**src/rtl/bus_interface_ir_queue_pkg.sv**
```systemverilog
// Shared register offsets and bit positions for the IR transmitter command queue.
package bus_interface_ir_queue_pkg;

  localparam logic [7:0] RegCmd  = 8'd0;
  localparam logic [7:0] RegCtrl = 8'd1;

  localparam int unsigned CtrlFlushBit  = 0;
  localparam int unsigned CtrlClrOvfBit = 7;

  localparam int unsigned StatusOvfBit   = 7;
  localparam int unsigned StatusFullBit  = 6;
  localparam int unsigned StatusEmptyBit = 5;
  localparam int unsigned StatusCountW   = 5;

  function automatic logic [7:0] pack_status(input logic ovf, input logic full,
                                             input logic empty,
                                             input logic [StatusCountW-1:0] count);
    logic [7:0] s;
    s = 8'h00;
    s[StatusCountW-1:0] = count;
    s[StatusEmptyBit]   = empty;
    s[StatusFullBit]    = full;
    s[StatusOvfBit]     = ovf;
    return s;
  endfunction

endpackage

```
**src/rtl/ir_cmd_fifo.sv**
```systemverilog
// First-word-fall-through command FIFO with flush; storage is intentionally not reset.
module ir_cmd_fifo #(
  parameter int unsigned DATA_WIDTH = 8,
  parameter int unsigned DEPTH      = 4
) (
  input  logic                      CLK,
  input  logic                      RESET_N,
  input  logic                      push,
  input  logic                      pop,
  input  logic                      flush,
  input  logic [DATA_WIDTH-1:0]     wdata,
  output logic [DATA_WIDTH-1:0]     rdata,
  output logic [$clog2(DEPTH):0]    count,
  output logic                      full,
  output logic                      empty,
  output logic                      overflow
);

  localparam int unsigned PtrW = $clog2(DEPTH);
  localparam int unsigned CntW = PtrW + 1;
  localparam logic [PtrW-1:0] PtrOne = 1;
  localparam logic [CntW-1:0] CntOne = 1;
  localparam logic [CntW-1:0] CntFull = CntW'(DEPTH);

  logic [DATA_WIDTH-1:0] mem [DEPTH];
  logic [PtrW-1:0]       wptr_q, wptr_d, rptr_q, rptr_d;
  logic [CntW-1:0]       cnt_q, cnt_d;
  logic                  push_ok, pop_ok;

  assign full  = (cnt_q == CntFull);
  assign empty = (cnt_q == '0);
  assign count = cnt_q;
  assign rdata = mem[rptr_q];

  // A full queue still accepts a push when the head leaves in the same cycle.
  assign pop_ok   = pop && !empty && !flush;
  assign push_ok  = push && !flush && (!full || pop_ok);
  assign overflow = push && !flush && full && !pop_ok;

  always_comb begin
    wptr_d = wptr_q;
    rptr_d = rptr_q;
    cnt_d  = cnt_q;
    if (flush) begin
      wptr_d = '0;
      rptr_d = '0;
      cnt_d  = '0;
    end else begin
      if (push_ok) wptr_d = wptr_q + PtrOne;
      if (pop_ok)  rptr_d = rptr_q + PtrOne;
      if (push_ok && !pop_ok) begin
        cnt_d = cnt_q + CntOne;
      end else if (!push_ok && pop_ok) begin
        cnt_d = cnt_q - CntOne;
      end
    end
  end

  always_ff @(posedge CLK or negedge RESET_N) begin
    if (!RESET_N) begin
      wptr_q <= '0;
      rptr_q <= '0;
      cnt_q  <= '0;
    end else begin
      wptr_q <= wptr_d;
      rptr_q <= rptr_d;
      cnt_q  <= cnt_d;
    end
  end

  always_ff @(posedge CLK) begin
    if (push_ok) mem[wptr_q] <= wdata;
  end

endmodule

```
**src/rtl/bus_interface_ir_queue.sv**
```systemverilog
// Memory-mapped command queue for the IR transmitter: CMD push/LAST, CTRL flush/OVF clear,
// registered status readback.
module bus_interface_ir_queue
  import bus_interface_ir_queue_pkg::*;
#(
  parameter logic [7:0]  IO_ADDRESS = 8'h90,
  parameter int unsigned DATA_WIDTH = 8,
  parameter int unsigned DEPTH      = 4
) (
  input  logic                  CLK,
  input  logic                  RESET_N,
  input  logic                  BUS_WE,
  input  logic [7:0]            BUS_ADDR,
  input  logic [DATA_WIDTH-1:0] BUS_DATA_IN,
  output logic [DATA_WIDTH-1:0] BUS_DATA_OUT,
  output logic                  BUS_DATA_OUT_EN,
  output logic [DATA_WIDTH-1:0] CMD_DATA,
  output logic                  CMD_VALID,
  input  logic                  CMD_READY
);

  localparam logic [7:0] CmdAddr  = IO_ADDRESS + RegCmd;
  localparam logic [7:0] CtrlAddr = IO_ADDRESS + RegCtrl;

  logic                  cmd_sel, ctrl_sel, rd_sel;
  logic                  cmd_wr, ctrl_wr, flush, clr_ovf, pop;
  logic [$clog2(DEPTH):0] fifo_count;
  logic                  fifo_full, fifo_empty, fifo_overflow;
  logic [DATA_WIDTH-1:0] status;
  logic [DATA_WIDTH-1:0] last_q, last_d;
  logic                  ovf_q, ovf_d;
  logic [DATA_WIDTH-1:0] rd_data_q, rd_data_d;
  logic                  rd_en_q;

  assign cmd_sel  = (BUS_ADDR == CmdAddr);
  assign ctrl_sel = (BUS_ADDR == CtrlAddr);
  assign cmd_wr   = BUS_WE && cmd_sel;
  assign ctrl_wr  = BUS_WE && ctrl_sel;
  assign rd_sel   = !BUS_WE && (cmd_sel || ctrl_sel);
  assign flush    = ctrl_wr && BUS_DATA_IN[CtrlFlushBit];
  assign clr_ovf  = ctrl_wr && BUS_DATA_IN[CtrlClrOvfBit];
  assign pop      = CMD_VALID && CMD_READY;

  ir_cmd_fifo #(
    .DATA_WIDTH (DATA_WIDTH),
    .DEPTH      (DEPTH)
  ) u_fifo (
    .CLK      (CLK),
    .RESET_N  (RESET_N),
    .push     (cmd_wr),
    .pop      (pop),
    .flush    (flush),
    .wdata    (BUS_DATA_IN),
    .rdata    (CMD_DATA),
    .count    (fifo_count),
    .full     (fifo_full),
    .empty    (fifo_empty),
    .overflow (fifo_overflow)
  );

  assign CMD_VALID = !fifo_empty;

  always_comb begin
    status      = '0;
    status[7:0] = pack_status(ovf_q, fifo_full, fifo_empty, StatusCountW'(fifo_count));
  end

  always_comb begin
    last_d = cmd_wr ? BUS_DATA_IN : last_q;
    ovf_d  = ovf_q;
    if (clr_ovf) begin
      ovf_d = 1'b0;
    end else if (fifo_overflow) begin
      ovf_d = 1'b1;
    end
  end

  // Status is sampled before this cycle's push/pop takes effect.
  always_comb begin
    rd_data_d = '0;
    if (rd_sel) rd_data_d = ctrl_sel ? status : last_q;
  end

  always_ff @(posedge CLK or negedge RESET_N) begin
    if (!RESET_N) begin
      last_q    <= '0;
      ovf_q     <= 1'b0;
      rd_data_q <= '0;
      rd_en_q   <= 1'b0;
    end else begin
      last_q    <= last_d;
      ovf_q     <= ovf_d;
      rd_data_q <= rd_data_d;
      rd_en_q   <= rd_sel;
    end
  end

  assign BUS_DATA_OUT    = rd_data_q;
  assign BUS_DATA_OUT_EN = rd_en_q;

endmodule

```
**config.mk**
```make
export PLATFORM = sky130hd
export DESIGN_NAME = bus_interface_ir_queue
export DESIGN_NICKNAME = d
export VERILOG_FILES = /design/src/rtl/bus_interface_ir_queue_pkg.sv /design/src/rtl/ir_cmd_fifo.sv /design/src/rtl/bus_interface_ir_queue.sv
export SDC_FILE = /design/constraint.sdc
export NUM_CORES = 1
export LEC_CHECK = 0
export ABC_AREA = 1
export BUFFER_PORTS_ARGS = -buffer_cell sky130_fd_sc_hd__buf_2
export CORE_MARGIN = 5
export CORE_UTILIZATION = 56
export DETAILED_ROUTE_END_ITERATION = 8
export PLACE_DENSITY = 0.82
export REMOVE_ABC_BUFFERS = 1
export SLEW_MARGIN = 20
export SYNTH_ARGS = -nofsm -noshare
export SYNTH_HDL_FRONTEND = slang
export SYNTH_SLANG_ARGS = --single-unit
```
**constraint.sdc**
```tcl
create_clock -name CLK -period 2.07 [get_ports CLK]
set_input_delay 0.414 -clock CLK [delete_from_list [all_inputs] [get_ports CLK]]
set_output_delay 0.414 -clock CLK [all_outputs]
set_load 0.01 [all_outputs]
```
==> out/results.tsv <==
metric	value	unit
DRC violations left	0	
mapped cell area	2460	µm²
final cell count without fillers	343	
Pwr Total	3.26	mW
Die X	76.3	µm
initial antenna violation count	0	
utilization after layout	0.694	
r2r worst-path depth	14	
Worst setup SP type	register	
row count	24	
synthesized instance count	228	
crit-path cells	inv_1, nand3_1, nand2_1, inv_2, nand2_2, nand3_2, inv_1, fa_1, xnor2_2, inv_1, nand2_1, nand2_1, nand2_1, nand2_1	
max-slew violations	0	
htree depth	3	
worst reg2reg setup slack	0.1	ns
Worst Tran Pin Value	0.551	ns
fillcell total	329	
Hold Fails Final Rpt	0	
final instance area	3000	µm²
CTS tree	yes	
share of layout cells above drive strength 1	0.302	
Cells after DPL	325	
Final Cycle Share	0.953	
maximum vdd drop	0.000784	V
HP Class	in -> async	
Starting DRT DRC Count	140	
crit-path max FO	4	
Ant. Diodes	0	
Netlist cell types	27	
All-Layer GR Usage	0.182	
cell with the most instances on the worst path	nand2_1	
fin crit period	1.97	ns
Via density	5.14	
pre-CTS WS	-0.0484	ns
worst endpoint required time	2.29	ns
RSZ-0062 raised after global routing	true	
final net count	311	
drt first pass iters	4	
clock sink count	57	
power per cell area	1080	nW/µm²
MaxCap Viol Count	0	
Worst EP arrival	2.19	ns
largest net degree at the start of global routing	26	
CORE AREA	4320	µm²
Avg Synthesized Cell Area	10.8	µm²
DRT Wirelength	4810	µm
Root Driver	clkbuf_8	
full die area	5830	µm²
Synth Warn #	0	
Worst Setup End Kind	register	
area of placed instances	2790	µm²
Num CTS Buffers	9	
first-pass GRT wire length	8260	µm
Crit Reg-Reg Startpoint	u_fifo.count[1]	
antenna viol nets, final	0	
gr ovfl total	0	
IO Port Bufs	37	
die extent in y	76.3	µm
vias in the first global route	1759	
WL/cell	14.0	µm
Worst slew margin	0.633	
placer congestion estimate	0.912	
setup violators final	0	
post-synthesis sequential area ratio	0.644	
status	finished clean	
HPWL after detailed placement	3350	µm
CP max-delay cell	dfrtp_1	
Seq. cell area	1590	µm²
setup slack after layout	0.0975	ns
setup_tns	0	ns
f_max	507	MHz
clk_skew	0.00513	ns
Worst-Skew Late Latency	0.33	ns
Seq cells post-synth	57	
r2r endpoint	u_fifo.count[2]	
CP Class	reg -> reg	
# IOs	38	
clock buffer depth	2	
Multi-input gate area	752	µm²
Worst-path clk slew	0.07	ns
P&R area growth vs syn	21.9	%
via count	1764	
final hold slack	0.0674	ns
initial core utilization	0.570	
worst stage delay on the critical path	0.41	ns
Pleak	1.38	nW
-- flip-flops by register name (all words and copies together), names as in the netlist --
register	cells
BUS_DATA_OUT	8
u_fifo.count	3
u_fifo.rptr_q	2
u_fifo.mem	32
last_q	8
ovf_q	1
BUS_DATA_OUT_EN	1
u_fifo.wptr_q	2
-- area by class of cell --
type | instances | area share
Clock buffer | 10 | 0.0425
Inverter | 31 | 0.0400
Sequential cell | 57 | 0.529
Clock inverter | 6 | 0.0196
Timing Repair Buffer | 51 | 0.0967
Multi-Input combinational cell | 136 | 0.250
Tap cell | 52 | 0.0217
-- how the worst max path moves through the flow --
stage,slack [ns],endpoint,from
2_1_floorplan,0.15,u_fifo.count[2],BUS_ADDR[7]
3_3_place_gp,0.09,u_fifo.count[2],BUS_ADDR[7]
3_5_place_dp,-0.05,u_fifo.count[2],BUS_ADDR[7]
4_1_cts,0.02,u_fifo.count[2],u_fifo.count[0]
5_1_grt,-0.02,u_fifo.count[2],u_fifo.count[2]
6_report,0.1,u_fifo.count[2],u_fifo.count[1]
-- placed cells by master, fill, tap and decap left out, drive strengths merged, types with 3 or more instances in the layout --
cell type,n
nor2,29
clkinv,3
a21oi,7
edfxtp,32
clkbuf,10
nand3,7
o21ai,26
inv,30
nor3,5
dfrtp,25
buf,51
ha,4
o22ai,8
clkinvlp,3
nand2,44
-- per-layer routing --
layer / global-route usage / vias up / routed length [µm]
met5: 0 / - / 0
met4: 0.107 / 0 / 84
met3: 0.0355 / 7 / 368
met2: 0.277 / 62 / 2260
met1: 0.241 / 816 / 2090
li1: - / 879 / -
-- synth_stat cells --
cell type / instances / share of area
nand2_1: 38 / 0.058
edfxtp_1: 32 / 0.39
inv_1: 28 / 0.043
dfrtp_1: 25 / 0.25
nor2_1: 25 / 0.038
o21ai_0: 24 / 0.049
o22ai_1: 8 / 0.020
a21oi_1: 6 / 0.012
nand2_2: 6 / 0.015
nand3_1: 5 / 0.010
nor3_1: 5 / 0.010
ha_1: 4 / 0.020
clkbuf_1: 3 / 0.0046
inv_2: 3 / 0.0046
nor2_2: 2 / 0.0051
nor2_8: 2 / 0.016
o21ai_2: 2 / 0.0071
a211oi_1: 1 / 0.0030
a21oi_4: 1 / 0.0066
a31oi_1: 1 / 0.0025
buf_2: 1 / 0.0020
fa_1: 1 / 0.0081
nand3_2: 1 / 0.0041
nand3_4: 1 / 0.0071
nand4_1: 1 / 0.0025
o21a_1: 1 / 0.0030
xnor2_1: 1 / 0.0036
-- worst max-delay path: cells and delay by family, from the launching register on --
kind	cells	cell delay [ns]
buf+inv	4	0.33
xor+xnor	1	0.17
fa+ha+maj	1	0.40
flops	1	0.41
simple gates	8	0.56
-- logic make-up (layout without fill, tap and decap cells) --
group,after synthesis,count (layout),share of synthesized area
fa+ha+maj,5,5,0.0284
xor+xnor,1,1,0.00356
compound gates,44,44,0.104
flops,57,57,0.644
buf+inv,35,98,0.0538
simple gates,86,86,0.167
-- repair_timing --
| item | CTS | global route |
|---|---|---|
| hold buffers | 0 | 0 |
| gates resized for setup | 0 | 5 |
| endpoints found under the setup margin | 0 | 5 |
| setup buffers | 0 | 2 |
-- report_power, final --
group | internal (mW) | switching (mW)
registers | 1.27 | 0.0642
logic | 0.387 | 0.563
clock network | 0.547 | 0.429
total | 2.20 | 1.06
(Power assumes the default switching activity.)
